## src/rtl/pdm_pcm_capture.sv

```systemverilog
// pdm_pcm_capture: drives a PDM microphone clock, samples the 1-bit stream on
// the falling edge of that clock, decimates it with a boxcar ones-counter into
// signed 16-bit PCM words, and flags words that are replaced before the
// serialiser has taken them.
//
// Optional feature: define PDM_DCBLOCK_EN to insert a first-order DC blocker
// after saturation (same register stage, so word latency is unchanged).
//
// Handshake: pcm_valid is a one-cycle pulse marking a new pcm_out; pcm_out is
// stable from that pulse until the next one. done is a one-cycle pulse from the
// consumer meaning "the word currently held has been loaded"; a done while no
// word is pending is ignored. A pcm_valid while a word is still pending sets
// the sticky overrun flag, unless done arrives in that same cycle.
//
// state_dbg exposes the capture state (0 = IDLE, 1 = SETTLE, 2 = RUN).
module pdm_pcm_capture #(
    parameter int CLK_DIV    = 25,
    parameter int DECIM      = 64,
    parameter int SHIFT      = 9,
    parameter int SETTLE_WIN = 2
) (
    input  logic        clk,
    input  logic        reset,
    input  logic        enable,
    input  logic        pdm_data,
    input  logic        done,
    output logic        pdm_clk,
    output logic [15:0] pcm_out,
    output logic        pcm_valid,
    output logic        overrun,
    output logic [1:0]  state_dbg
);

    localparam int                 DIV_W       = $clog2(CLK_DIV);
    localparam logic [DIV_W-1:0]   DIV_LAST    = DIV_W'(CLK_DIV - 1);
    localparam logic [7:0]         BIT_LAST    = 8'(DECIM - 1);
    localparam logic [7:0]         SETTLE_LAST = 8'(SETTLE_WIN - 1);
    localparam logic signed [23:0] HALF        = 24'(DECIM / 2);
    localparam logic signed [23:0] SAT_MAX     = 24'sd32767;
    localparam logic signed [23:0] SAT_MIN     = -24'sd32768;

    typedef enum logic [1:0] {
        IDLE   = 2'd0,
        SETTLE = 2'd1,
        RUN    = 2'd2
    } state_t;

    state_t             state_q;
    logic               sync1_q, sync2_q;
    logic [DIV_W-1:0]   div_q;
    logic               pdm_clk_q;
    logic [7:0]         bit_cnt_q;
    logic [7:0]         ones_q;
    logic [7:0]         disc_q;
    logic [15:0]        pcm_q;
    logic               valid_q;
    logic               pending_q;
    logic               overrun_q;

    logic               div_term;
    logic               capture;
    logic               win_close;
    logic               word_fire;
    logic signed [23:0] centred;
    logic signed [23:0] scaled;
    logic [15:0]        sat_word;
    logic [15:0]        out_word;

`ifdef PDM_DCBLOCK_EN
    logic [15:0]        xprev_q, yprev_q;
    logic               enter_run;
    logic signed [19:0] x20, xp20, yp20, dc_y;
    logic [15:0]        dc_word;
`endif

    // Window arithmetic: the ones count already holds DECIM bits at close
    // (the carried-in bit plus DECIM-1 new ones), centre it, scale, saturate.
    always_comb begin
        div_term  = (state_q != IDLE) && (div_q == DIV_LAST);
        capture   = div_term && pdm_clk_q;
        win_close = capture && (bit_cnt_q == BIT_LAST);
        word_fire = enable && (state_q == RUN) && win_close;
        centred   = $signed({16'd0, ones_q}) - HALF;
        scaled    = centred <<< SHIFT;
        if (scaled > SAT_MAX) begin
            sat_word = 16'h7FFF;
        end else if (scaled < SAT_MIN) begin
            sat_word = 16'h8000;
        end else begin
            sat_word = scaled[15:0];
        end
`ifdef PDM_DCBLOCK_EN
        enter_run = enable &&
                    (((state_q == IDLE) && (SETTLE_WIN == 0)) ||
                     ((state_q == SETTLE) && win_close && (disc_q == SETTLE_LAST)));
        x20  = {{4{sat_word[15]}}, sat_word};
        xp20 = {{4{xprev_q[15]}}, xprev_q};
        yp20 = {{4{yprev_q[15]}}, yprev_q};
        dc_y = x20 - xp20 + yp20 - (yp20 >>> 8);
        if (dc_y > 20'sd32767) begin
            dc_word = 16'h7FFF;
        end else if (dc_y < -20'sd32768) begin
            dc_word = 16'h8000;
        end else begin
            dc_word = dc_y[15:0];
        end
        out_word = dc_word;
`else
        out_word = sat_word;
`endif
    end

    // Two-flop synchroniser for the asynchronous microphone data.
    always_ff @(posedge clk) begin
        if (reset) begin
            sync1_q <= 1'b0;
            sync2_q <= 1'b0;
        end else begin
            sync1_q <= pdm_data;
            sync2_q <= sync1_q;
        end
    end

    // Capture FSM: clock divider, bit/ones counters and settle-window discard.
    always_ff @(posedge clk) begin
        if (reset || !enable) begin
            state_q   <= IDLE;
            div_q     <= '0;
            pdm_clk_q <= 1'b0;
            bit_cnt_q <= '0;
            ones_q    <= '0;
            disc_q    <= '0;
        end else begin
            case (state_q)
                IDLE: begin
                    div_q     <= '0;
                    pdm_clk_q <= 1'b0;
                    bit_cnt_q <= '0;
                    ones_q    <= '0;
                    disc_q    <= '0;
                    state_q   <= (SETTLE_WIN == 0) ? RUN : SETTLE;
                end
                default: begin
                    if (div_term) begin
                        div_q     <= '0;
                        pdm_clk_q <= ~pdm_clk_q;
                    end else begin
                        div_q <= div_q + DIV_W'(1);
                    end
                    if (capture) begin
                        if (bit_cnt_q == BIT_LAST) begin
                            bit_cnt_q <= '0;
                            ones_q    <= {7'd0, sync2_q};
                        end else begin
                            bit_cnt_q <= bit_cnt_q + 8'd1;
                            ones_q    <= ones_q + {7'd0, sync2_q};
                        end
                    end
                    if (win_close && (state_q == SETTLE)) begin
                        disc_q <= disc_q + 8'd1;
                        if (disc_q == SETTLE_LAST) begin
                            state_q <= RUN;
                        end
                    end
                end
            endcase
        end
    end

    // Word register: pcm_out/pcm_valid update the cycle after a RUN window close.
    always_ff @(posedge clk) begin
        if (reset) begin
            pcm_q   <= '0;
            valid_q <= 1'b0;
`ifdef PDM_DCBLOCK_EN
            xprev_q <= '0;
            yprev_q <= '0;
`endif
        end else begin
            valid_q <= word_fire;
            if (word_fire) begin
                pcm_q <= out_word;
            end
`ifdef PDM_DCBLOCK_EN
            if (enter_run) begin
                xprev_q <= '0;
                yprev_q <= '0;
            end else if (word_fire) begin
                xprev_q <= sat_word;
                yprev_q <= dc_word;
            end
`endif
        end
    end

    // Consumption tracking: pending follows valid/done, overrun is sticky.
    always_ff @(posedge clk) begin
        if (reset) begin
            pending_q <= 1'b0;
            overrun_q <= 1'b0;
        end else if (valid_q) begin
            if (pending_q && !done) begin
                overrun_q <= 1'b1;
            end
            pending_q <= 1'b1;
        end else if (done) begin
            pending_q <= 1'b0;
        end
    end

    assign pdm_clk   = pdm_clk_q;
    assign pcm_out   = pcm_q;
    assign pcm_valid = valid_q;
    assign overrun   = overrun_q;
    assign state_dbg = state_q;

endmodule

```

## config.mk

```make
export PLATFORM = sky130hd
export DESIGN_NAME = pdm_pcm_capture
export DESIGN_NICKNAME = d
export VERILOG_FILES = /design/src/rtl/pdm_pcm_capture.sv
export SDC_FILE = /design/constraint.sdc
export NUM_CORES = 1
export LEC_CHECK = 0
export ABC_AREA = 1
export BUFFER_PORTS_ARGS = -buffer_cell sky130_fd_sc_hd__buf_2
export CORE_ASPECT_RATIO = 0.7
export CORE_UTILIZATION = 57
export CTS_BUF_LIST = sky130_fd_sc_hd__clkbuf_16
export CTS_CLUSTER_DIAMETER = 100
export CTS_CLUSTER_SIZE = 20
export DETAILED_ROUTE_END_ITERATION = 7
export PLACE_DENSITY = 0.78
export SLEW_MARGIN = 20
export SYNTH_ARGS = -nofsm -noshare
export SYNTH_HDL_FRONTEND = slang
export SYNTH_SLANG_ARGS = --single-unit
```

## constraint.sdc

```tcl
create_clock -name clk -period 1.8 [get_ports clk]
set_clock_uncertainty 0.05 [all_clocks]
set_input_delay 0 -clock clk [delete_from_list [all_inputs] [get_ports clk]]
set_output_delay 0 -clock clk [all_outputs]
set_load 0.03 [all_outputs]
```

After elaboration in Yosys (flattened, before gate mapping)
Cells that the tools add are included.
- register bits after elaboration: 53
- bits of input ports: 5
- output and inout bits: 21
- reductions and logical operators: 20
- eq/ne operators: 5
- bitwise operators: 1
- add/subtract/negate cells: 5
- multiplexer cells: 9
- order comparisons: 2
- operators by type and width (cell ; number):
    $mux W16 ; 2
    $gt A18 B16 Y1 const B ; 1
    $lt A18 B16 Y1 const B ; 1
    $add A8 B1 Y8 const B ; 2
    $mux W8 ; 2
    $sub A8 B6 Y9 const B ; 1
    $add A8 B1 Y8 ; 1
    $eq A8 B1 Y1 const B ; 1
    $eq A8 B6 Y1 const B ; 1
    $reduce_bool A2 Y1 ; 4
    $logic_and A1 B1 Y1 ; 7
    $reduce_and A2 Y1 ; 3
    $add A5 B1 Y5 const B ; 1
    $eq A5 B5 Y1 const B ; 1
    $mux W1 ; 5
    $reduce_or A3 Y1 ; 1
    $eq A2 B1 Y1 const B ; 1
    $eq A2 B2 Y1 const B ; 1
    $logic_not A1 Y1 ; 2
    $logic_not A2 Y1 ; 1
    $reduce_or A2 Y1 ; 1
    $logic_or A1 B1 Y1 ; 1
    $not A1 Y1 ; 1

Depth between registers and ports, before layout
- word-level depth: 7
- gate-level depth with buffers: 10

Least setup slack after synthesis
OpenSTA, ideal clock, no wires.
- path kind: reg2reg
- start: reg state_q[1] (netlist: state_dbg[1])
- end: reg bit_cnt_q[4]
- path buffers: 1
- clock period less this slack: 1522 ps
- path slack: 278 ps
- required time: 1635 ps
- arrival time: 1357 ps
- cell stages (with the launch flop): 9
- cell sequence: dfxtp_1 > nor2_1 > nor2_2 > nand2_2 > buf_2 > nor2_1 > nand2_1 > nand2_1 > nor2_1
- word-level cells in the longest chain between the ends: 3
- elaborated cells between the ends (all ways): 5
- classes of those cells: 5 x reduce/logical
- ends and longest elaborated chain (element ; RTL line ; text):
    from (decl) ; 48 ; state_t state_q;
    from (signal assigned) ; 141 ; state_q <= (SETTLE_WIN == 0) ? RUN : SETTLE;
    $reduce_bool A2 Y1 ; 79 ; div_term = (state_q != IDLE) && (div_q == DIV_LAST);
    $logic_and A1 B1 Y1 ; 79 ;
    $logic_and A1 B1 Y1 ; 80 ; capture = div_term && pdm_clk_q;
    to (signal assigned) ; 155 ; bit_cnt_q <= bit_cnt_q + 8'd1;
    to (decl) ; 52 ; logic [7:0] bit_cnt_q;
Parallel ways exist; a longest one is shown, timed or not.
A chain may end at the register's enable or synchronous reset.

Final worst setup path
- start: reg div_q[0]
- end: reg ones_q[6]
- word-level cells in the longest chain between the ends: 3
- ends and longest elaborated chain (element ; RTL line ; text):
    from (decl) ; 50 ; logic [DIV_W-1:0] div_q;
    from (signal assigned) ; 148 ; div_q <= div_q + DIV_W'(1);
    $eq A5 B5 Y1 ; 79 ;
    $logic_and A1 B1 Y1 ; 79 ;
    $logic_and A1 B1 Y1 ; 80 ;
    to (signal assigned) ; 153 ; ones_q <= {7'd0, sync2_q};
    to (signal assigned) ; 156 ; ones_q <= ones_q + {7'd0, sync2_q};
    to (decl) ; 53 ; logic [7:0] ones_q;
No other way between the ends.

==> results.sh <==
export IMPL_synth_xor_area_share_pct=1.49
export IMPL_min_from="sync1_q"
export IMPL_overflow=0
export IMPL_numPlacedInstances=403
export IMPL_placement_io_buffers=25
export IMPL_total_power_uw=1910
export IMPL_cts_tree="done"
export IMPL_postSynth_asyncResetShare_pct=0
export IMPL_synthesized_area_fraction_occupied_by_ao_oa_aoi_and_oai_cells_pct=8.86
export IMPL_worst_ep_required_time_ps=1940
export IMPL_final_min_clock_period_ps=1670
export IMPL_floorplan_die_area_sq_um=4400
export IMPL_drt_pass1_iter_count=4
export IMPL_dominantRegCellSynth="sky130_fd_sc_hd__dfxtp_1"
export IMPL_via_count_of_the_first_global_routing_pass=1886
export IMPL_critPathArrivalTime_ps=1810
export IMPL_drive_gt1_share_pct=16.3
export IMPL_min_period_over_period_pct=93.0
export IMPL_placed_area_sq_um=2470
export IMPL_run_status="completed"
export IMPL_initial_standard_cell_utilization_of_the_core_pct=59.7
export IMPL_final_cells=421
export IMPL_synthesis_instances=338
export IMPL_syn_nets=352
export IMPL_timing_setup_critical_path_class="flip-flop to flip-flop"
export IMPL_timing_critical_path_fanout_max=10
export IMPL_dieHeight_um=55.8
export IMPL_start_kind="flip-flop"
export IMPL_synthesis_area_sq_um=2360
export IMPL_worstHoldEndpoint="sync2_q"
export IMPL_yosysWarnings=0
export IMPL_maxCapViolations=0
export IMPL_max_clock_freq_mhz=597
export IMPL_report_final_hold_viol_count=0
export IMPL_timing_rr_end="ones_q[6]"
export IMPL_synthDominantAreaCellType="sky130_fd_sc_hd__dfxtp_1"
export IMPL_rows=19
export IMPL_cts_max_level=2
export IMPL_cts_sink_count=45
export IMPL_timing_final_max_slew_violations=0
export IMPL_stdcell_area_sq_um=2700
export IMPL_area_delta_synth_final_pct=14.6
export IMPL_antenna_found_initial=0
export IMPL_ys_seq_elements=45
export IMPL_most_common_layout_cells="sky130_fd_sc_hd__nand2_1, sky130_fd_sc_hd__dfxtp_1, sky130_fd_sc_hd__nor2_1"
export IMPL_total_leakage_power_uw=0.00118
export IMPL_hpwl_um=3340
export IMPL_synth_top_area_share_pct=38.2
export IMPL_crit_path_start="div_q[0]"
export IMPL_timing_worst_slew_pin_value_ps=353
export IMPL_num_nets_final=382
export IMPL_synthMuxAreaShare_pct=0
export IMPL_setup_worst_path_end_class="flip-flop"
export IMPL_grtUsageTotal_pct=23.4
export IMPL_hp_class="flip-flop to flip-flop"
export IMPL_slew_limit_headroom_pct=76.4
export IMPL_ys_seq_area_share_pct=38.2
export IMPL_finalWeightedCongestion=0.920
export IMPL_power_ir_vdd_worst_mv=0.447
export IMPL_synth_enable_flop_cells=0
export IMPL_worst_hold_depth=2
export IMPL_drt_iter0_markers=134
export IMPL_timing_reg2reg_worst_path_depth=9
export IMPL_grt_start_max_net_pins=16
export IMPL_clock_root_buffer="sky130_fd_sc_hd__clkbuf_16"
export IMPL_timing_setup_tns_ps=0
export IMPL_drt_antenna_violating_nets=0
export IMPL_longest_clk_path_bufs=2
export IMPL_netlist_cell_type_count=31
export IMPL_core_area_sq_um=3950
export IMPL_final_util_pct=68.5
export IMPL_post_synth_and_or_nand_nor_area_fraction_pct=35.6
export IMPL_syn_avg_cell_area_sq_um=6.97
export IMPL_final_common_cell="sky130_fd_sc_hd__nand2_1"
export IMPL_drt_total_wl_um=4830
export IMPL_floorplan_io_pins=26
export IMPL_drcViolationCount=0
export IMPL_numCtsBuffers=5
export IMPL_antennaDiodeCount=0
export IMPL_reg2reg_setup_slack_ps=130
export IMPL_main_combinational_cell_family_by_area_after_synthesis="simple AND/OR/NAND/NOR gates"
export IMPL_die_w_um=78.9
export IMPL_clkLatencyLatePin_ps=280
export IMPL_drt_vias_per_instance=5.18
export IMPL_crit_reg2reg_launch="div_q[0]"
export IMPL_yosys_area_share_adder_pct=4.78
export IMPL_timing_final_setup_violations=0
export IMPL_wl_per_cell_um=11.5
export IMPL_grt_pass1_wl_um=8200
export IMPL_num_vias=2179
export IMPL_clk_pin_slew_worst_paths_ps=60
export IMPL_ys_top_cells_by_area="sky130_fd_sc_hd__dfxtp_1, sky130_fd_sc_hd__nand2_1, sky130_fd_sc_hd__nand3_1, sky130_fd_sc_hd__nor2_1, sky130_fd_sc_hd__inv_1"
export IMPL_power_density_cell_area_nw_per_um2=708
==> Yosys cell counts, types with 2 or more instances <==
library cell               count
sky130_fd_sc_hd__dfxtp_1      45
sky130_fd_sc_hd__nand2_1      85
sky130_fd_sc_hd__nor2_2        5
sky130_fd_sc_hd__inv_2         6
sky130_fd_sc_hd__xnor2_1       2
sky130_fd_sc_hd__nand3_4       2
sky130_fd_sc_hd__clkbuf_1      3
sky130_fd_sc_hd__or2_2         2
sky130_fd_sc_hd__o21ai_0       7
sky130_fd_sc_hd__nor2_1       40
sky130_fd_sc_hd__nor2_4        3
sky130_fd_sc_hd__ha_1          9
sky130_fd_sc_hd__nand4_1       3
sky130_fd_sc_hd__inv_1        38
sky130_fd_sc_hd__xor2_1        2
sky130_fd_sc_hd__nand3_1      36
sky130_fd_sc_hd__a21oi_1      28
sky130_fd_sc_hd__buf_4         9
==> layout make-up <==
cell class | instances | area (sq um)
Fill cell | 339 | 1240
Sequential cell | 45 | 901
Clock buffer | 5 | 125
Clock inverter | 3 | 13.8
Inverter | 44 | 165
Tap cell | 52 | 65.1
Multi-Input combinational cell | 235 | 1200
Timing Repair Buffer | 37 | 230
==> worst max path at each step <==
stage	cells past startpoint	end	slack [ps]
floorplan	8	bit_cnt_q[4]	280
global placement	9	ones_q[6]	180
detailed placement	9	bit_cnt_q[0]	140
CTS	9	bit_cnt_q[0]	120
global route	10	ones_q[4]	-10
finish	9	ones_q[6]	130
==> stage by stage <==
step | setup WS (ps) | hold WS (ps)
3_3_place_gp | 180 | 159
6_report | 126 | 355
4_1_cts | 124 | 364
5_1_grt | -14.5 | 374
2_1_floorplan | 278 | 23.3
3_5_place_dp | 141 | 163
==> logic make-up (layout without fill, tap and decap cells) <==
group	after synthesis	count (layout)
buffers and inverters	58	89
XOR/XNOR	4	4
AO/OA/AOI/OAI	40	40
adder cells (fa/ha/maj)	9	9
flip-flops	45	45
AND/OR/NAND/NOR	182	182
==> power breakdown <==
group | leakage (uW) | switching (uW) | internal (uW)
registers | 0.000363 | 3.14 | 1000
clock network | 0.0000748 | 361 | 504
logic | 0.000743 | 27.9 | 17.7
total | 0.00118 | 392 | 1520
==> per-layer routing <==
metal	part of all wire [%]	up-vias	track usage [%]
met4	0.74	0	5.97
met2	45	67	37.6
li1	-	1124	-
met5	0	-	0
met1	49	984	32.0
met3	6.0	4	5.25
==> critical path, stage by stage, from the launching register on <==
cell	delay, ps
sky130_fd_sc_hd__dfxtp_1	330
sky130_fd_sc_hd__inv_1	60
sky130_fd_sc_hd__ha_1	130
sky130_fd_sc_hd__nand2_1	60
sky130_fd_sc_hd__inv_1	50
sky130_fd_sc_hd__nand2_1	100
sky130_fd_sc_hd__nor2_4	280
sky130_fd_sc_hd__buf_4	210
sky130_fd_sc_hd__nand4_1	90
sky130_fd_sc_hd__a21oi_1	210
==> flip-flops by register name, summed over array words and instances (netlist names) <==
signal / cells
bit_cnt_q: 8
disc_q: 8
div_q: 5
ones_q: 8
overrun: 1
pcm_out: 8
pcm_valid: 1
pdm_clk: 1
pending_q: 1
state_dbg: 2
sync1_q: 1
sync2_q: 1
==> what timing repair did <==
action / in CTS / in global routing
resized for setup: 0 / 1
buffers inserted: 0 / 4
hold buffers: 6 / 0
endpoints found under the setup margin: 0 / 5
hold endpoints to repair: 9 / 0
Note: power is estimated with default switching activity, not from simulation.
